## src/rtl/ebu_arbiter.sv

```systemverilog
// Two-manager AHB arbiter for the EBU: LSU has priority, a saved IFU request
// gets the next turn, and fixed-length bursts keep ownership until their last beat.
//
// state   | meaning
// IDLE    | no burst owner; selection decided per cycle from requests and ifu_pend
// LSU_OWN | LSU owns the bus until the final address phase of its burst is accepted
// IFU_OWN | IFU owns the bus until the final address phase of its burst is accepted
module ebu_arbiter #(
  parameter int BEAT_BITS = 4
) (
  input  logic       HCLK,
  input  logic       HRESETn,
  input  logic       LSUReq,
  input  logic       IFUReq,
  input  logic [1:0] HTRANS,
  input  logic [2:0] HBURST,
  input  logic       HREADY,
  output logic       LSUSelect,
  output logic       IFUSave,
  output logic       IFURestore,
  output logic       IFUDisable,
  output logic       LSUDisable
);

  typedef enum logic [1:0] {
    IDLE    = 2'd0,
    LSU_OWN = 2'd1,
    IFU_OWN = 2'd2
  } state_t;

  state_t               state_q;
  logic                 ifu_pend_q;
  logic [BEAT_BITS-1:0] beat_cnt_q;
  logic [BEAT_BITS-1:0] last_beat;
  logic                 acc;
  logic                 final_beat;
  logic                 lsu_sel;

  assign acc = HREADY & (HTRANS != 2'b00);

  // Index of the last beat; INCR and wrapping bursts are arbitrated beat by beat.
  always_comb begin
    last_beat = '0;
    case (HBURST)
      3'b011:  last_beat = BEAT_BITS'(3);
      3'b101:  last_beat = BEAT_BITS'(7);
      3'b111:  last_beat = BEAT_BITS'(15);
      default: last_beat = '0;
    endcase
  end

  assign final_beat = (beat_cnt_q == last_beat);

  always_comb begin
    lsu_sel = 1'b0;
    case (state_q)
      IDLE:    lsu_sel = ~ifu_pend_q & LSUReq;
      LSU_OWN: lsu_sel = 1'b1;
      IFU_OWN: lsu_sel = 1'b0;
      default: lsu_sel = 1'b0;
    endcase
  end

  assign LSUSelect  = lsu_sel;
  assign IFUDisable = lsu_sel;
  assign LSUDisable = ~lsu_sel;
  assign IFUSave    = IFUReq & lsu_sel & ~ifu_pend_q;
  assign IFURestore = ifu_pend_q & ~lsu_sel;

  always_ff @(posedge HCLK or negedge HRESETn) begin
    if (!HRESETn) begin
      state_q    <= IDLE;
      ifu_pend_q <= 1'b0;
      beat_cnt_q <= '0;
    end else begin
      if (IFUSave)
        ifu_pend_q <= 1'b1;
      else if (acc && !lsu_sel)
        ifu_pend_q <= 1'b0;

      if (acc)
        beat_cnt_q <= final_beat ? '0 : beat_cnt_q + 1'b1;

      case (state_q)
        IDLE:
          if (acc && !final_beat)
            state_q <= lsu_sel ? LSU_OWN : IFU_OWN;
        LSU_OWN, IFU_OWN:
          if (acc && final_beat)
            state_q <= IDLE;
        default:
          state_q <= IDLE;
      endcase
    end
  end

endmodule
```

## config.mk

```make
export PLATFORM = sky130hd
export DESIGN_NAME = ebu_arbiter
export DESIGN_NICKNAME = d
export VERILOG_FILES = /design/src/rtl/ebu_arbiter.sv
export SDC_FILE = /design/constraint.sdc
export NUM_CORES = 1
export LEC_CHECK = 0
export BUFFER_PORTS_ARGS = -buffer_cell sky130_fd_sc_hd__clkbuf_2
export CAP_MARGIN = 10
export CORE_AREA = 2 2 39 41
export CTS_BUF_LIST = sky130_fd_sc_hd__clkbuf_4
export DETAILED_ROUTE_END_ITERATION = 10
export DIE_AREA = 0 0 41 43
export HOLD_SLACK_MARGIN = 0.1
export MAX_ROUTING_LAYER = met4
export SYNTH_ARGS = -nofsm -noshare
export SYNTH_HDL_FRONTEND = slang
export SYNTH_SLANG_ARGS = --single-unit
```

## constraint.sdc

```tcl
create_clock -name HCLK -period 2.1 [get_ports HCLK]
set_input_delay 0.42 -clock HCLK [delete_from_list [all_inputs] [get_ports HCLK]]
set_output_delay 0.42 -clock HCLK [all_outputs]
set_load 0.03 [all_outputs]
```

== After elaboration in Yosys (flattened, before gate mapping) ==
Cells that the tools add are included.

* Register bits: 7
* Bits in latches: 0
* Memory bits (writable): 0
* Memory bits (read-only): 0
* Output and inout port bits: 5
* Word-level logic and storage cells: 38
* Memories kept: 0

* $add $sub $neg: 1
* $mul: 0
* Divide/modulo/power cells: 0
* Magnitude comparators: 0
* Eq/ne operators: 8
* Shift operators: 0
* Mux-type cells: 9
* Bitwise gates (word level): 7
* Reduce and logical (&&, ||, !) cells: 10

{| class="wikitable"
|+ Operators with widths
! operator !! number
|-
| 4-bit one-hot mux with 3 select lines || 1
|-
| 3-bit == test (second input constant) || 2
|-
| 2-bit two-way mux || 3
|-
| 1-bit AND || 5
|-
| 4-bit by 1-bit adder with 4-bit output (second input constant) || 1
|-
| 4-bit == test || 1
|-
| 4-bit two-way mux || 1
|-
| 2-bit inequality test (second input constant) || 2
|-
| 2-bit one-hot mux with 2 select lines || 1
|-
| 2-bit nonzero test || 2
|-
| 3-bit by 2-bit == test with 1-bit output (second input constant) || 1
|-
| 1-bit logical AND || 3
|-
| 2-bit by 1-bit == test with 1-bit output (second input constant) || 1
|-
| 2-bit == test (second input constant) || 1
|-
| 1-bit zero test || 2
|-
| 2-bit zero test || 1
|-
| 1-bit two-way mux || 2
|-
| 1-bit inverter || 2
|-
| 1-bit one-hot mux with 2 select lines || 1
|-
| 2-bit AND reduction || 1
|-
| 2-bit OR reduction || 1
|}

== Longest topological paths before layout ==
* Word-level depth: 7
* Mapped depth: 7
* Depth with buffers taken out: 7

== Worst setup path before layout ==
Ideal clock, no wire load.

* Kind: reg-to-output
* Start: register state_q[0]
* End: output port IFUSave
* Arrival: 1.520 ns
* Required time: 1.680 ns
* Setup slack: 0.160 ns
* Stages on the path, launching flop included: 6
* Buffers on the path: 0
* Cell sequence: dfrtp_1 inv_1 ha_1 a31o_2 nand2_1 nor2_1

* Word-level cells in the longest chain between the ends: 4

{| class="wikitable"
|+ RTL lines
! item !! RTL line !! source
|-
| start: declaration || 31 || <nowiki>state_t state_q;</nowiki>
|-
| start signal: assignment || 87 || <nowiki>state_q <= lsu_sel ? LSU_OWN : IFU_OWN;</nowiki>
|-
| 2-bit by 1-bit == test with 1-bit output / 2-bit zero test (equally long branches) || 56 || <nowiki>case (state_q)</nowiki>
|-
| 1-bit one-hot mux with 2 select lines * || 56 ||
|-
| named net IFUDisable || 21 || <nowiki>output logic IFUDisable,</nowiki>
|-
| 1-bit AND * (2 in a row) || 67 || <nowiki>assign IFUSave = IFUReq & lsu_sel & ~ifu_pend_q;</nowiki>
|-
| end: declaration || 19 || <nowiki>output logic IFUSave,</nowiki>
|}

The timed path passes the listed nets; every way through them passes the cells marked *.

== Worst setup path after layout ==
* Start: register state_q[1]
* End: output port IFUSave

* Word-level cells in the longest chain between the ends: 4

{| class="wikitable"
|+ RTL lines
! item !! RTL line
|-
| 2-bit by 1-bit == test with 1-bit output / 2-bit zero test (equally long branches) || 56
|-
| 1-bit one-hot mux with 2 select lines * || 56
|-
| 1-bit AND * (2 in a row) || 67
|}

Mark *: on every way between the ends. The rest lies on a longest branch, timed or not.

==> run_results.csv <==
group,metric,value,unit
timing,fmax,508,MHz
logic_synthesis,ys_warn_count,0,
timing,tightest_slew,0.597,ns
floorplan,core,1380,um^2
global_routing,grt_use_total,0.149,
worst_setup_path,rrSetupSlack,0.61,ns
clock_network,clkTransAtPathRegs,0.05,ns
global_routing,overflow,0,
worst_setup_path,cp-end-kind,"output port",
job,cap_violations,0,
global_routing,grt_pass1_wl,1710,um
floorplan,dieWidth,41,um
worst_hold_path,worstHoldStart,"IFUReq",
worst_setup_path,required,1.68,ns
clock_network,cts-root-buf,"clkbuf_4",
logic_synthesis,syn_area,503,um^2
place,dp_hpwl,801,um
cells_and_area,drive_gt1_frac,0.338,
cells_and_area,layout_commonest_cell,"clkbuf_2",
floorplan,dieArea,1760,um^2
floorplan,die_h,43,um
clock_network,htree_num_levels,1,
worst_setup_path,crit-reg2reg-launch,"state_q[1]",
place,portBuffers,14,
logic_synthesis,synthCells,59,
logic_synthesis,synth_fp_nets,72,
worst_setup_path,rr_worst_depth,7,
drt,vias_per_cell,5.20,
clock_network,cts_buffer_depth,2,
drt,routed_wirelength,1090,um
worst_hold_path,min_path_type,"primary input to register",
worst_setup_path,worstPathArrival,1.55,ns
logic_synthesis,synth_area_leader_cell,"dfrtp_1",
place,post_dp_cell_area,586,um^2
floorplan,initial_core_util,0.363,
worst_setup_path,r2r-end,"state_q[1]",
worst_setup_path,startpoint_type,"register",
clock_network,cts_buffers,3,
logic_synthesis,synth.avg_cell_area,8.53,um^2
cells_and_area,num-nets-final,91,
drt,drtAntennaViolNets,0,
worst_hold_path,min_path_cells,3,
global_routing,first_global_vias,427,
power_and_ir_drop,ir_drop,656,uV
timing,drv_slew,0,
floorplan,num_rows,14,
worst_setup_path,path_class,"register to output port",
timing,tns,0,ns
logic_synthesis,ys_top_cells_by_area,"dfrtp_1 35%, ha_1 7.5%, nand2_1 7.5%",
cells_and_area,diodes,0,
clock_network,cts_tree,"yes",
global_routing,antenna_found_initial,0,
power_and_ir_drop,power_leakage,0.318,nW
clock_network,cts_sinks,7,
timing,setup_viol,0,
cells_and_area,syn_to_final_growth,26.9,%
worst_setup_path,crit_path_max_incr_delay,0.40,ns
drt,drt_iter0_markers,2,
cells_and_area,mostFrequentLayoutCells,"14 x clkbuf_2, 10 x nand2_1, 7 x inv_1, 7 x dfrtp_1, 5 x nand3_1",
logic_synthesis,synth_cell_types,24,
power_and_ir_drop,powerDensity,1430,nW/um^2
timing,grt_setup_unrepaired,"no",
drt,num_vias,484,
worst_setup_path,critPathSlowestCell,"dfrtp_1",
drt,drc,0,
drt,wire_per_inst,11.8,um
worst_setup_path,crit_fanout,7,
logic_synthesis,yosysTopAreaCellShare,0.348,
timing,whs,0.379,ns
clock_network,cts_setup_buffers,0,
logic_synthesis,ys_ff_latch,7,
place,pre_cts_ws,0.305,ns
timing,setup_slack,0.133,ns
timing,fin_crit,1.97,ns
status,status,"complete, no violations",
worst_hold_path,worst_hold_path.endpoint,"ifu_pend_q",
cells_and_area,final_area,638,um^2
timing,relSlewSlack,0.599,
timing,min_period_over_period,0.936,
timing,finalClockSkew,0.00451,ns
timing,hold_violations,0,
logic_synthesis,synth-seq-area-share,0.348,
clock_network,clk_latency,0.25,ns
floorplan,io_pins,15,
place,place_congestion,0.754,
drt,drtPass1Iterations,4,
place,placedCellCount,88,
cells_and_area,final_cells,93,
global_routing,grt_max_degree,10,
worst_setup_path,path_cells,"inv_1, ha_4, a31o_2, nand2_1, nor2_1, clkbuf_2",
## logic make-up (layout without fill, tap and decap cells)
kind of cell,count (synthesis),after routing,share of synthesized area
AOI/OAI and AO/OA,18,18,0.286
adders and majority gates,3,3,0.0746
buffers and inverters,8,26,0.0672
DFF,7,7,0.348
and+or+nand+nor,23,23,0.224
## sequential cells by signal, indices dropped and copies added (netlist names)
name and flops:
beat_cnt_q 4, state_q 2, ifu_pend_q 1
## power by group
| group | switching, mW | total [mW] | internal (mW) | leakage (nW) |
|---|---|---|---|---|
| logic | 0.301 | 0.514 | 0.213 | 0.210 |
| clock network | 0.0514 | 0.137 | 0.0855 | 0.0184 |
| registers | 0.0688 | 0.265 | 0.196 | 0.0893 |
| total | 0.421 | 0.915 | 0.494 | 0.318 |
## layer usage
| metal | routed length [um] | track usage | vias up |
|---|---|---|---|
| li1 | - | - | 248 |
| met1 | 481 | 0.178 | 217 |
| met2 | 515 | 0.225 | 15 |
| met3 | 65 | 0.0314 | 4 |
| met4 | 30 | 0.0800 | 0 |
| met5 | 0 | - | - |
## how the worst max path moves through the flow
| stage | slack (ns) | cells past startpoint | endpoint | startpoint |
|---|---|---|---|---|
| 3_5_place_dp | 0.31 | 6 | IFUSave | state_q[1] |
| 3_3_place_gp | 0.36 | 6 | IFUSave | state_q[1] |
| 2_1_floorplan | 0.16 | 5 | IFUSave | state_q[0] |
| 4_1_cts | 0.03 | 6 | IFUSave | state_q[1] |
| 6_report | 0.13 | 6 | IFUSave | state_q[1] |
| 5_1_grt | 0.02 | 6 | IFUSave | state_q[1] |
## critical path, delay by kind of cell (launching register included)
kind                     cells  cell delay (ns)
flip-flops                   1             0.40
buffers and inverters        2             0.33
AO/OA/AOI/OAI                1             0.21
adder cells (fa/ha/maj)      1             0.19
AND/OR/NAND/NOR              2             0.16
## synth_stat cells
cell and n:
o21ai_1 1, or3_2 1, inv_1 7, nand2_1 10, a21o_1 2, nor4b_1 1, o221a_4 1, nor2_1 3
ha_1 3, buf_4 1, a211oi_2 1, a31o_2 1, nor3_1 1, nand4b_1 2, o21ai_2 1, o21a_1 1
o22ai_1 1, dfrtp_1 7, o211ai_1 2, o21ai_0 3, a21o_2 2, a211oi_1 1, nand3_1 5, a21oi_1 1
## layout make-up
type	instances	area [um^2]
clock buffer	4	30.0
fill	140	746
inverter	7	26.3
multi-input combinational	44	307
sequential	7	175
tap	16	20.0
timing repair buffer	15	80.1
## per-stage QoR
stage | utilization | total power [mW]
after global routing | 0.461 | 1.00
after floorplan | - | 0.635
final | 0.461 | 0.915
after CTS | 0.452 | 0.884
after detailed placement | 0.423 | 0.742
after global placement | 0.423 | 0.738
## what timing repair did
item	in CTS	in global routing
hold endpoints to repair	7	0
hold buffers	1	0
resized for setup	0	2
endpoints found under the setup margin	0	1
No activity file was read; power rests on OpenSTA's default activity.
